==> config.mk <==
export PLATFORM = sky130hd
export DESIGN_NAME = freq_meter
export DESIGN_NICKNAME = d
export VERILOG_FILES = /design/src/rtl/freq_meter.sv
export SDC_FILE = /design/constraint.sdc
export NUM_CORES = 1
export LEC_CHECK = 0
export ABC_AREA = 0
export BUFFER_PORTS_ARGS = -buffer_cell sky130_fd_sc_hd__buf_2
export CORE_MARGIN = 4
export CORE_UTILIZATION = 44
export CTS_BUF_LIST = sky130_fd_sc_hd__clkbuf_8 sky130_fd_sc_hd__clkbuf_16
export CTS_CLUSTER_SIZE = 14
export DETAILED_ROUTE_END_ITERATION = 12
export GPL_TIMING_DRIVEN = 0
export SYNTH_ARGS = -nofsm -noshare
export SYNTH_HDL_FRONTEND = slang
export SYNTH_SLANG_ARGS = --single-unit
==> constraint.sdc <==
create_clock -name clk -period 2.9 [get_ports clk]
set_input_delay 0.58 -clock clk [delete_from_list [all_inputs] [get_ports clk]]
set_output_delay 0.58 -clock clk [all_outputs]
set_load 0.02 [all_outputs]
==> src/rtl/freq_meter.sv <==
// Frequency / period meter: counts synchronized sig_in rising edges over a
// fixed gate window, or measures clk cycles between consecutive edges.
module freq_meter #(
  parameter int GATE_CYCLES = 1000,
  parameter int CNT_W       = 27
) (
  input  logic             clk,
  input  logic             rst,
  input  logic             start,
  input  logic             mode,
  input  logic             cont,
  input  logic             sig_in,
  output logic             busy,
  output logic             valid,
  output logic [CNT_W-1:0] result,
  output logic             ovf
);

  localparam int GW = (GATE_CYCLES > 1) ? $clog2(GATE_CYCLES) : 1;
  localparam logic [GW-1:0]    GATE_LAST = GW'(GATE_CYCLES - 1);
  localparam logic [GW-1:0]    GATE_ONE  = GW'(1'b1);
  localparam logic [CNT_W-1:0] CNT_ONE   = CNT_W'(1'b1);
  localparam logic [CNT_W-1:0] CNT_MAX   = {CNT_W{1'b1}};
  // Timeout fires on the cycle the counter would step onto all-ones.
  localparam logic [CNT_W-1:0] CNT_TMO   = CNT_MAX - CNT_ONE;

  typedef enum logic [1:0] {
    IDLE   = 2'd0,
    GATE   = 2'd1,
    WAIT1  = 2'd2,
    PERIOD = 2'd3
  } state_t;

  state_t           state_r;
  logic             s1_r, s2_r, s3_r;
  logic             edge_s;
  logic [GW-1:0]    gate_cnt_r;
  logic [CNT_W-1:0] cnt_r;
  logic             sat_r;
  logic             busy_r, valid_r, ovf_r;
  logic [CNT_W-1:0] result_r;
  logic [CNT_W-1:0] freq_cnt_s;
  logic             freq_sat_s;

  assign edge_s = s2_r & ~s3_r;
  assign busy   = busy_r;
  assign valid  = valid_r;
  assign result = result_r;
  assign ovf    = ovf_r;

  // Two-flop synchronizer plus history flop for rising-edge detection
  always_ff @(posedge clk or posedge rst) begin
    if (rst) begin
      s1_r <= 1'b0;
      s2_r <= 1'b0;
      s3_r <= 1'b0;
    end else begin
      s1_r <= sig_in;
      s2_r <= s1_r;
      s3_r <= s2_r;
    end
  end

  // Saturating edge count for the frequency gate, including this cycle's edge
  always_comb begin
    freq_cnt_s = cnt_r;
    freq_sat_s = sat_r;
    if (edge_s) begin
      if (cnt_r == CNT_MAX) begin
        freq_sat_s = 1'b1;
      end else begin
        freq_cnt_s = cnt_r + CNT_ONE;
      end
    end else begin
      freq_cnt_s = cnt_r;
    end
  end

  // Measurement FSM with registered status and result outputs
  always_ff @(posedge clk or posedge rst) begin
    if (rst) begin
      state_r    <= IDLE;
      gate_cnt_r <= '0;
      cnt_r      <= '0;
      sat_r      <= 1'b0;
      busy_r     <= 1'b0;
      valid_r    <= 1'b0;
      result_r   <= '0;
      ovf_r      <= 1'b0;
    end else begin
      valid_r <= 1'b0;
      case (state_r)
        IDLE: begin
          if (start) begin
            gate_cnt_r <= '0;
            cnt_r      <= '0;
            sat_r      <= 1'b0;
            busy_r     <= 1'b1;
            state_r    <= mode ? WAIT1 : GATE;
          end
        end
        GATE: begin
          if (gate_cnt_r == GATE_LAST) begin
            result_r   <= freq_cnt_s;
            ovf_r      <= freq_sat_s;
            valid_r    <= 1'b1;
            gate_cnt_r <= '0;
            cnt_r      <= '0;
            sat_r      <= 1'b0;
            busy_r     <= cont;
            state_r    <= cont ? GATE : IDLE;
          end else begin
            gate_cnt_r <= gate_cnt_r + GATE_ONE;
            cnt_r      <= freq_cnt_s;
            sat_r      <= freq_sat_s;
          end
        end
        WAIT1: begin
          if (edge_s) begin
            cnt_r   <= '0;
            state_r <= PERIOD;
          end else if (cnt_r == CNT_TMO) begin
            result_r <= CNT_MAX;
            ovf_r    <= 1'b1;
            valid_r  <= 1'b1;
            cnt_r    <= '0;
            busy_r   <= cont;
            state_r  <= cont ? WAIT1 : IDLE;
          end else begin
            cnt_r <= cnt_r + CNT_ONE;
          end
        end
        PERIOD: begin
          // The terminating edge of one period is the opening edge of the next.
          if (edge_s) begin
            result_r <= cnt_r + CNT_ONE;
            ovf_r    <= 1'b0;
            valid_r  <= 1'b1;
            cnt_r    <= '0;
            busy_r   <= cont;
            state_r  <= cont ? PERIOD : IDLE;
          end else if (cnt_r == CNT_TMO) begin
            result_r <= CNT_MAX;
            ovf_r    <= 1'b1;
            valid_r  <= 1'b1;
            cnt_r    <= '0;
            busy_r   <= cont;
            state_r  <= cont ? WAIT1 : IDLE;
          end else begin
            cnt_r <= cnt_r + CNT_ONE;
          end
        end
        default: begin
          state_r <= IDLE;
          busy_r  <= 1'b0;
        end
      endcase
    end
  end

endmodule
==> results.py, run 1 <==
metrics = {
    "timing": {
        "finalMaxSlewViolations": 0,
        "slew_headroom_pct": 40.0,
        "setup_viol": 0,
        "tightest_slew_ns": 0.894,
        "finalSetupTns_ns": 0,
        "fin_skew_ns": 0.00911,
        "rsz0062_at_grt": "false",
        "max_freq_mhz": 350,
        "hold_violations": 0,
        "period_share_pct": 98.4,
        "period_minus_slack_ns": 2.85,
    },
    "clocking": {
        "cts_buffer_depth": 2,
        "root_buffer": "clkbuf_8",
        "cts_max_level": 3,
        "clkLatencyLatePin_ns": 0.37,
        "hold_buffers": 0,
        "path_clk_slew_ns": 0.08,
        "clock-sinks": 73,
        "cts_tree": "yes",
        "cts_buffers": 9,
    },
    "logic_synthesis": {
        "yosys_warnings": 0,
        "yosysUniqueCellTypes": 66,
        "ys.flop_type": "dfrtp_1",
        "synth_fp_nets": 622,
        "synth-edff-count": 0,
        "synth_seq_area_share_pct": 37.1,
        "ys_ff_latch": 73,
        "synth_area_leaders": "dfrtp_1 37%, a21oi_1 5.4%, o21ai_0 5.4%",
        "synth_cells": 613,
        "netlist_area_sq_mm": 0.00493,
        "syn_avg_cell_area_sq_um": 8.04,
        "yosys.area.top_type": "dfrtp_1",
        "synth_top_area_share_pct": 37.1,
        "ys_async_sr_fraction_pct": 100,
    },
    "setup_path": {
        "cp-endpoint": "result[4]",
        "crit_path_max_fanout": 10,
        "reg2reg_from": "cnt_r[1]",
        "cp.required_ns": 3.16,
        "cp_data_arrival_time_ns": 3.11,
        "critPathLaunch": "cnt_r[1]",
        "reg2reg_to": "result[4]",
        "cp-end-kind": "flip-flop",
        "r2r_slack_ns": 0.05,
        "criticalPathCategory": "flip-flop to flip-flop",
        "crit_path_start_kind": "flip-flop",
        "worstRegToRegCells": 10,
    },
    "drt": {
        "vias_per_cell": 6.56,
        "drc": 0,
        "drtPass1Iterations": 5,
        "wl_per_cell_microns": 23.3,
        "drt_wl_total_mm": 18.8,
        "ant_nets": 0,
        "vias": 5304,
        "drt_iter0_drc": 584,
    },
    "cells_and_area": {
        "fillCellCount": 1076,
        "final_layout_size_suffix_gt1_share_pct": 16.7,
        "layout_commonest_cell": "dfrtp_1",
        "multi_input_area_sq_mm": 0.00294,
        "area_delta_synth_final_pct": 15.0,
        "layout_common_cells": "73 x dfrtp_1, 53 x nor2_1, 53 x nand2_1, 53 x o21ai_0, 52 x a21oi_1",
        "ff_latch_area_sq_mm": 0.00183,
        "n_antenna_cell": 0,
        "nNetsFinal": 673,
        "fin_area_sq_mm": 0.00567,
    },
    "floorplan": {
        "start_util_pct": 45.3,
        "die_area_sq_mm": 0.0130,
        "die_height_microns": 114,
        "ios": 36,
        "placementRows": 38,
        "core_area_sq_mm": 0.0109,
        "dieWidth_microns": 114,
    },
    "global_route": {
        "antenna_found_initial": 0,
        "grt_max_degree": 49,
        "overflow": 0,
        "grt_pass1_vias": 5001,
        "grt_pass1_wl_mm": 28.9,
        "grt_util_all_layers_pct": 29.5,
    },
    "hold_path": {
        "hold_class": "input port to async pin",
    },
    "pwr": {
        "p_leak_uw": 0.00235,
        "powerDensity_mw_per_mm2": 766,
        "irDropWorstVdd_v": 0.000396,
    },
    "job": {
        "cap_violations": 0,
    },
    "place": {
        "port_buffers": 35,
        "hpwl_mm": 13.0,
        "gp_congestion": 0.970,
        "dpl_cell_area_sq_mm": 0.00532,
    },
    "status": {
        "status": "finished, final reports clean",
    },
}
## report_power, final
part / total (uW) / switching (uW) / internal [uW]
clock: 889 / 412 / 477
combinational: 1940 / 1290 / 649
sequential: 1510 / 249 / 1260
## Yosys cell counts, types with 4 or more instances
cell type / number
o21ai_0: 53
nor3_1: 26
nand3_1: 28
dfrtp_1: 73
o211ai_1: 6
and2_1: 9
a211oi_1: 6
nor2b_1: 6
nand2_1: 53
and3_1: 14
a21oi_1: 53
mux2i_1: 7
buf_1: 4
nand4b_1: 5
a22o_1: 7
o21ai_1: 4
o31ai_1: 4
o22a_1: 5
nand2b_1: 5
and4_1: 5
mux2_2: 4
nand4_1: 9
buf_2: 7
o211a_1: 5
o21a_1: 11
a31oi_1: 21
inv_1: 15
nor4_1: 10
o221ai_1: 7
clkbuf_1: 35
o22ai_1: 7
nor2_1: 56
## worst max-delay path, stage by stage, from the launching register on
cell and delay, ns:
dfrtp_1 0.46, ha_1 0.21, buf_2 0.16, nand3_2 0.22, nor4_4 0.09, buf_4 0.15
a21oi_2 0.50, clkbuf_2 0.46, nand2_1 0.10, a221oi_1 0.30, nor2_1 0.08
## area by class of cell
cell class / count / share of cell area [%]
Multi-Input combinational cell: 475 / 51.8
Sequential cell: 73 / 32.2
Timing Repair Buffer: 42 / 4.37
Buffer: 48 / 3.73
Tap cell: 140 / 3.09
Clock buffer: 9 / 2.19
Clock inverter: 7 / 1.52
Inverter: 15 / 1.04
## flip-flops by register name, indices dropped and copies added (netlist names), 2 cells and up
signal,count
result,27
gate_cnt_r,10
state_r,2
cnt_r,27
## timing repair
action | in CTS | in global routing
endpoints found under the setup margin | 51 | 49
gates resized for setup | 13 | 17
setup buffers | 0 | 5
pin swaps | 1 | 3
## metrics by stage
| step | power (uW) | hold slack [ns] | util, % | worst slack (ns) | cells |
|---|---|---|---|---|---|
| after floorplan | 2770 | 0.331 | - | 0.455 | 613 |
| after global placement | 3360 | 0.333 | 48.5 | -1.06 | 788 |
| after detailed placement | 3390 | 0.347 | 48.9 | -0.738 | 790 |
| after CTS | 4300 | 0.190 | 51.4 | 0.00347 | 806 |
| after global routing | 4610 | 0.209 | 52.1 | 0.00557 | 809 |
| final | 4340 | 0.187 | 52.1 | 0.0469 | 809 |
## per-layer routing
metal  GRT usage (%)  routed length (microns)
met1            40.0                     7930
met2            44.3                     8420
met3            5.46                     1590
met4            16.3                      899
met5               0                        0
## worst min path at each step
stage	start	to	slack, ns	depth (start not counted)
2_1_floorplan	s1_r	s2_r	0.33	0
3_3_place_gp	s1_r	s2_r	0.33	0
3_5_place_dp	s1_r	s2_r	0.35	0
4_1_cts	rst	result[2]	0.19	2
5_1_grt	rst	cnt_r[5]	0.21	2
6_report	rst	cnt_r[5]	0.19	2
## logic make-up (layout without fill, tap and decap cells)
family	after synthesis	after routing	synth area share [%]
DFF	73	73	37.1
AOI/OAI and AO/OA	214	214	28.1
buffers and inverters	65	121	5.38
adders and majority gates	3	3	0.762
xor gates and xnor gates	4	4	0.711
and+or+nand+nor	243	243	25.6
muxes	11	11	2.34
Note: power is estimated with default switching activity, not from simulation.
==> run 2: changes to the inputs <==
Settings changed: ABC_AREA 0 to 1.
==> run 2 against run 1 <==
Area after synthesis is 1.5% higher; synthesized cell count increased by 21%; combinational power shrank 98%; clock skew decreased by 0.00095 ns; critical path depth fell by 1; design area rose by 0.84%; maximum frequency up 13%; first-iteration DRC count shrank 36%; critical path type unchanged; critical endpoint is now result[19]; largest cell class unchanged; largest power group is now the clock network; highest routed layer unchanged.
==> results.py, run 2 <==
metrics = {
    "clocking": {
        "path_clk_slew_ns": 0.06,
        "clock-sinks": 73,
        "cts_buffer_depth": 2,
        "cts_tree": "yes",
        "cts_buffers": 9,
        "ctsResizeCount": 0,
        "root_buffer": "clkbuf_16",
        "post-cts-setup-buffer-count": 0,
        "clkLatencyLatePin_ns": 0.35,
        "hold_buffers": 0,
        "cts_max_level": 3,
    },
    "drt": {
        "vias": 4934,
        "vias_per_cell": 5.30,
        "drt_wl_total_mm": 14.7,
        "drt_iter0_drc": 374,
        "wl_per_cell_microns": 15.8,
        "drtPass1Iterations": 4,
        "drc": 0,
        "ant_nets": 0,
    },
    "pwr": {
        "p_leak_uw": 0.00326,
        "irDropWorstVdd_v": 0.000305,
        "powerDensity_mw_per_mm2": 405,
    },
    "logic_synthesis": {
        "ys_ff_latch": 73,
        "syn_avg_cell_area_sq_um": 6.77,
        "synth_seq_area_share_pct": 36.5,
        "yosysMostFrequentCell": "nand2_1",
        "synth_top_area_share_pct": 36.5,
        "synth-edff-count": 0,
        "netlist_area_sq_mm": 0.00500,
        "ys_async_sr_fraction_pct": 100,
        "yosys.area.top_type": "dfrtp_1",
        "synth_fp_nets": 748,
        "synth_cells": 739,
        "yosysUniqueCellTypes": 39,
        "ys.flop_type": "dfrtp_1",
        "synthTopCellsByCount": "205 x nand2_1, 93 x nor2_1, 90 x inv_1, 77 x nand3_1, 73 x dfrtp_1",
        "yosys_warnings": 0,
        "synth_area_leaders": "dfrtp_1 37%, nand2_1 15%, nand3_1 7.7%",
    },
    "setup_path": {
        "cp_data_arrival_time_ns": 2.75,
        "worstPathCellList": "nor2_2 -> nand2_1 -> nand2_1 -> inv_1 -> clkbuf_1 -> nand2_1 -> o21ai_0 -> inv_1 -> a21oi_2",
        "crit_path_max_incr_delay_ns": 0.43,
        "cp.required_ns": 3.14,
        "cp-end-kind": "flip-flop",
        "criticalPathCategory": "flip-flop to flip-flop",
        "critPathSlowestCell": "nand2_1",
        "worstRegToRegCells": 9,
        "crit_path_start_kind": "flip-flop",
        "crit_path_max_fanout": 10,
        "crit_top_cell": "nand2_1",
    },
    "timing": {
        "finalHoldWorstSlack_ns": 0.241,
        "fin_skew_ns": 0.00816,
        "period_minus_slack_ns": 2.51,
        "tightest_slew_ns": 0.701,
        "hold_violations": 0,
        "finalMaxSlewViolations": 0,
        "max_freq_mhz": 398,
        "rsz0062_at_grt": "false",
        "setup_viol": 0,
        "period_share_pct": 86.7,
        "slew_headroom_pct": 53.2,
    },
    "job": {
        "cap_violations": 0,
    },
    "global_route": {
        "grt_pass1_wl_mm": 24.7,
        "grt_max_degree": 46,
        "antenna_found_initial": 0,
        "grt_pass1_vias": 4958,
        "overflow": 0,
        "grt_util_all_layers_pct": 23.9,
    },
    "place": {
        "place_inst": 915,
        "port_buffers": 35,
        "hpwl_mm": 10.6,
        "gp_congestion": 0.872,
    },
    "floorplan": {
        "core_area_sq_mm": 0.0110,
        "placementRows": 38,
        "die_height_microns": 115,
        "start_util_pct": 45.6,
        "ios": 36,
        "dieWidth_microns": 115,
        "die_area_sq_mm": 0.0131,
    },
    "cells_and_area": {
        "layout_common_cells": "205 x nand2_1, 93 x nor2_1, 89 x inv_1, 77 x nand3_1, 73 x dfrtp_1",
        "final_layout_size_suffix_gt1_share_pct": 14.9,
        "n_antenna_cell": 0,
        "fin_cells": 931,
        "fillCellCount": 1107,
        "nNetsFinal": 795,
        "layout_commonest_cell": "nand2_1",
        "multi_input_area_sq_mm": 0.00268,
        "ff_latch_area_sq_mm": 0.00183,
        "area_delta_synth_final_pct": 14.2,
    },
    "status": {
        "status": "finished, final reports clean",
    },
    "hold_path": {
        "hold_class": "input port to async pin",
    },
}
[run 2: changes by cell type in the layout (fill, tap and decap cells not counted), sizes merged, moves of 11 or more]
cell | before | now
xor2 | 2 | 16
nor3 | 26 | 4
o211ai | 7 | 26
o21a | 11 | 0
nand2 | 53 | 220
a31oi | 21 | 1
nand3 | 31 | 79
clkbuf | 43 | 18
nor2 | 57 | 102
o21ai | 58 | 19
nor4 | 12 | 1
and3 | 14 | 1
inv | 16 | 94
[run 2: power by group]
group          switching, uW  leakage (uW)  internal [uW]
Combinational           35.4       0.00226           9.30
Sequential             0.764      0.000837           1020
Clock                    452      0.000162            797
Total                    489       0.00326           1830
[run 2: kinds of logic after synthesis]
logic type	after synthesis	synth area share, %
xor gates and xnor gates	17	2.97
and+or+nand+nor	421	36.5
DFF	73	36.5
buffers and inverters	118	9.92
AOI/OAI and AO/OA	107	13.4
adders and majority gates	3	0.750
[run 2: per-layer routing]
layer	vias to the layer above	wire length, microns	global-route usage [%]
met5	-	0	0
met4	0	321	10.1
met3	22	811	4.49
met2	144	6660	38.0
met1	2321	6880	31.9
li1	2447	-	-
[run 2: area by class of cell]
type	count	area share (%)
buffer	23	2.45
clock buffer	11	4.42
inverter	95	6.28
tap	140	3.06
clock inverter	5	1.36
multi-input combinational	548	46.9
sequential	73	32.0
timing repair buffer	36	3.55
[run 2: per-stage QoR]
stage | TNS, ns | worst slack (ns) | cell area [sq um] | utilization (%) | power [uW]
detailed placement | 0 | 0.360 | 5390 | 49.0 | 1090
CTS | 0 | 0.348 | 5720 | 52.0 | 2350
global placement | -47.85 | -0.659 | 5360 | 48.8 | 1080
finish | 0 | 0.386 | 5720 | 52.0 | 2320
global route | 0 | 0.120 | 5720 | 52.0 | 2390
floorplan | 0 | 0.467 | 5000 | - | 1060
[run 2: worst paths after layout]
kind                        start         end  slack [ns]
max                          s3_r  result[19]        0.39
min                           rst   result[7]        0.24
max reg2reg                  s3_r  result[19]        0.39
min reg2reg                  s1_r        s2_r        0.35
max in group asynchronous     rst   cnt_r[22]        2.09
min in group clk           sig_in        s1_r        0.34
[run 2: worst max-delay path: cells and delay by family (launching register included)]
kind	cells	cell delay (ns)
DFF	1	0.37
buffers and inverters	3	0.63
and+or+nand+nor	4	1.26
AOI/OAI and AO/OA	2	0.14
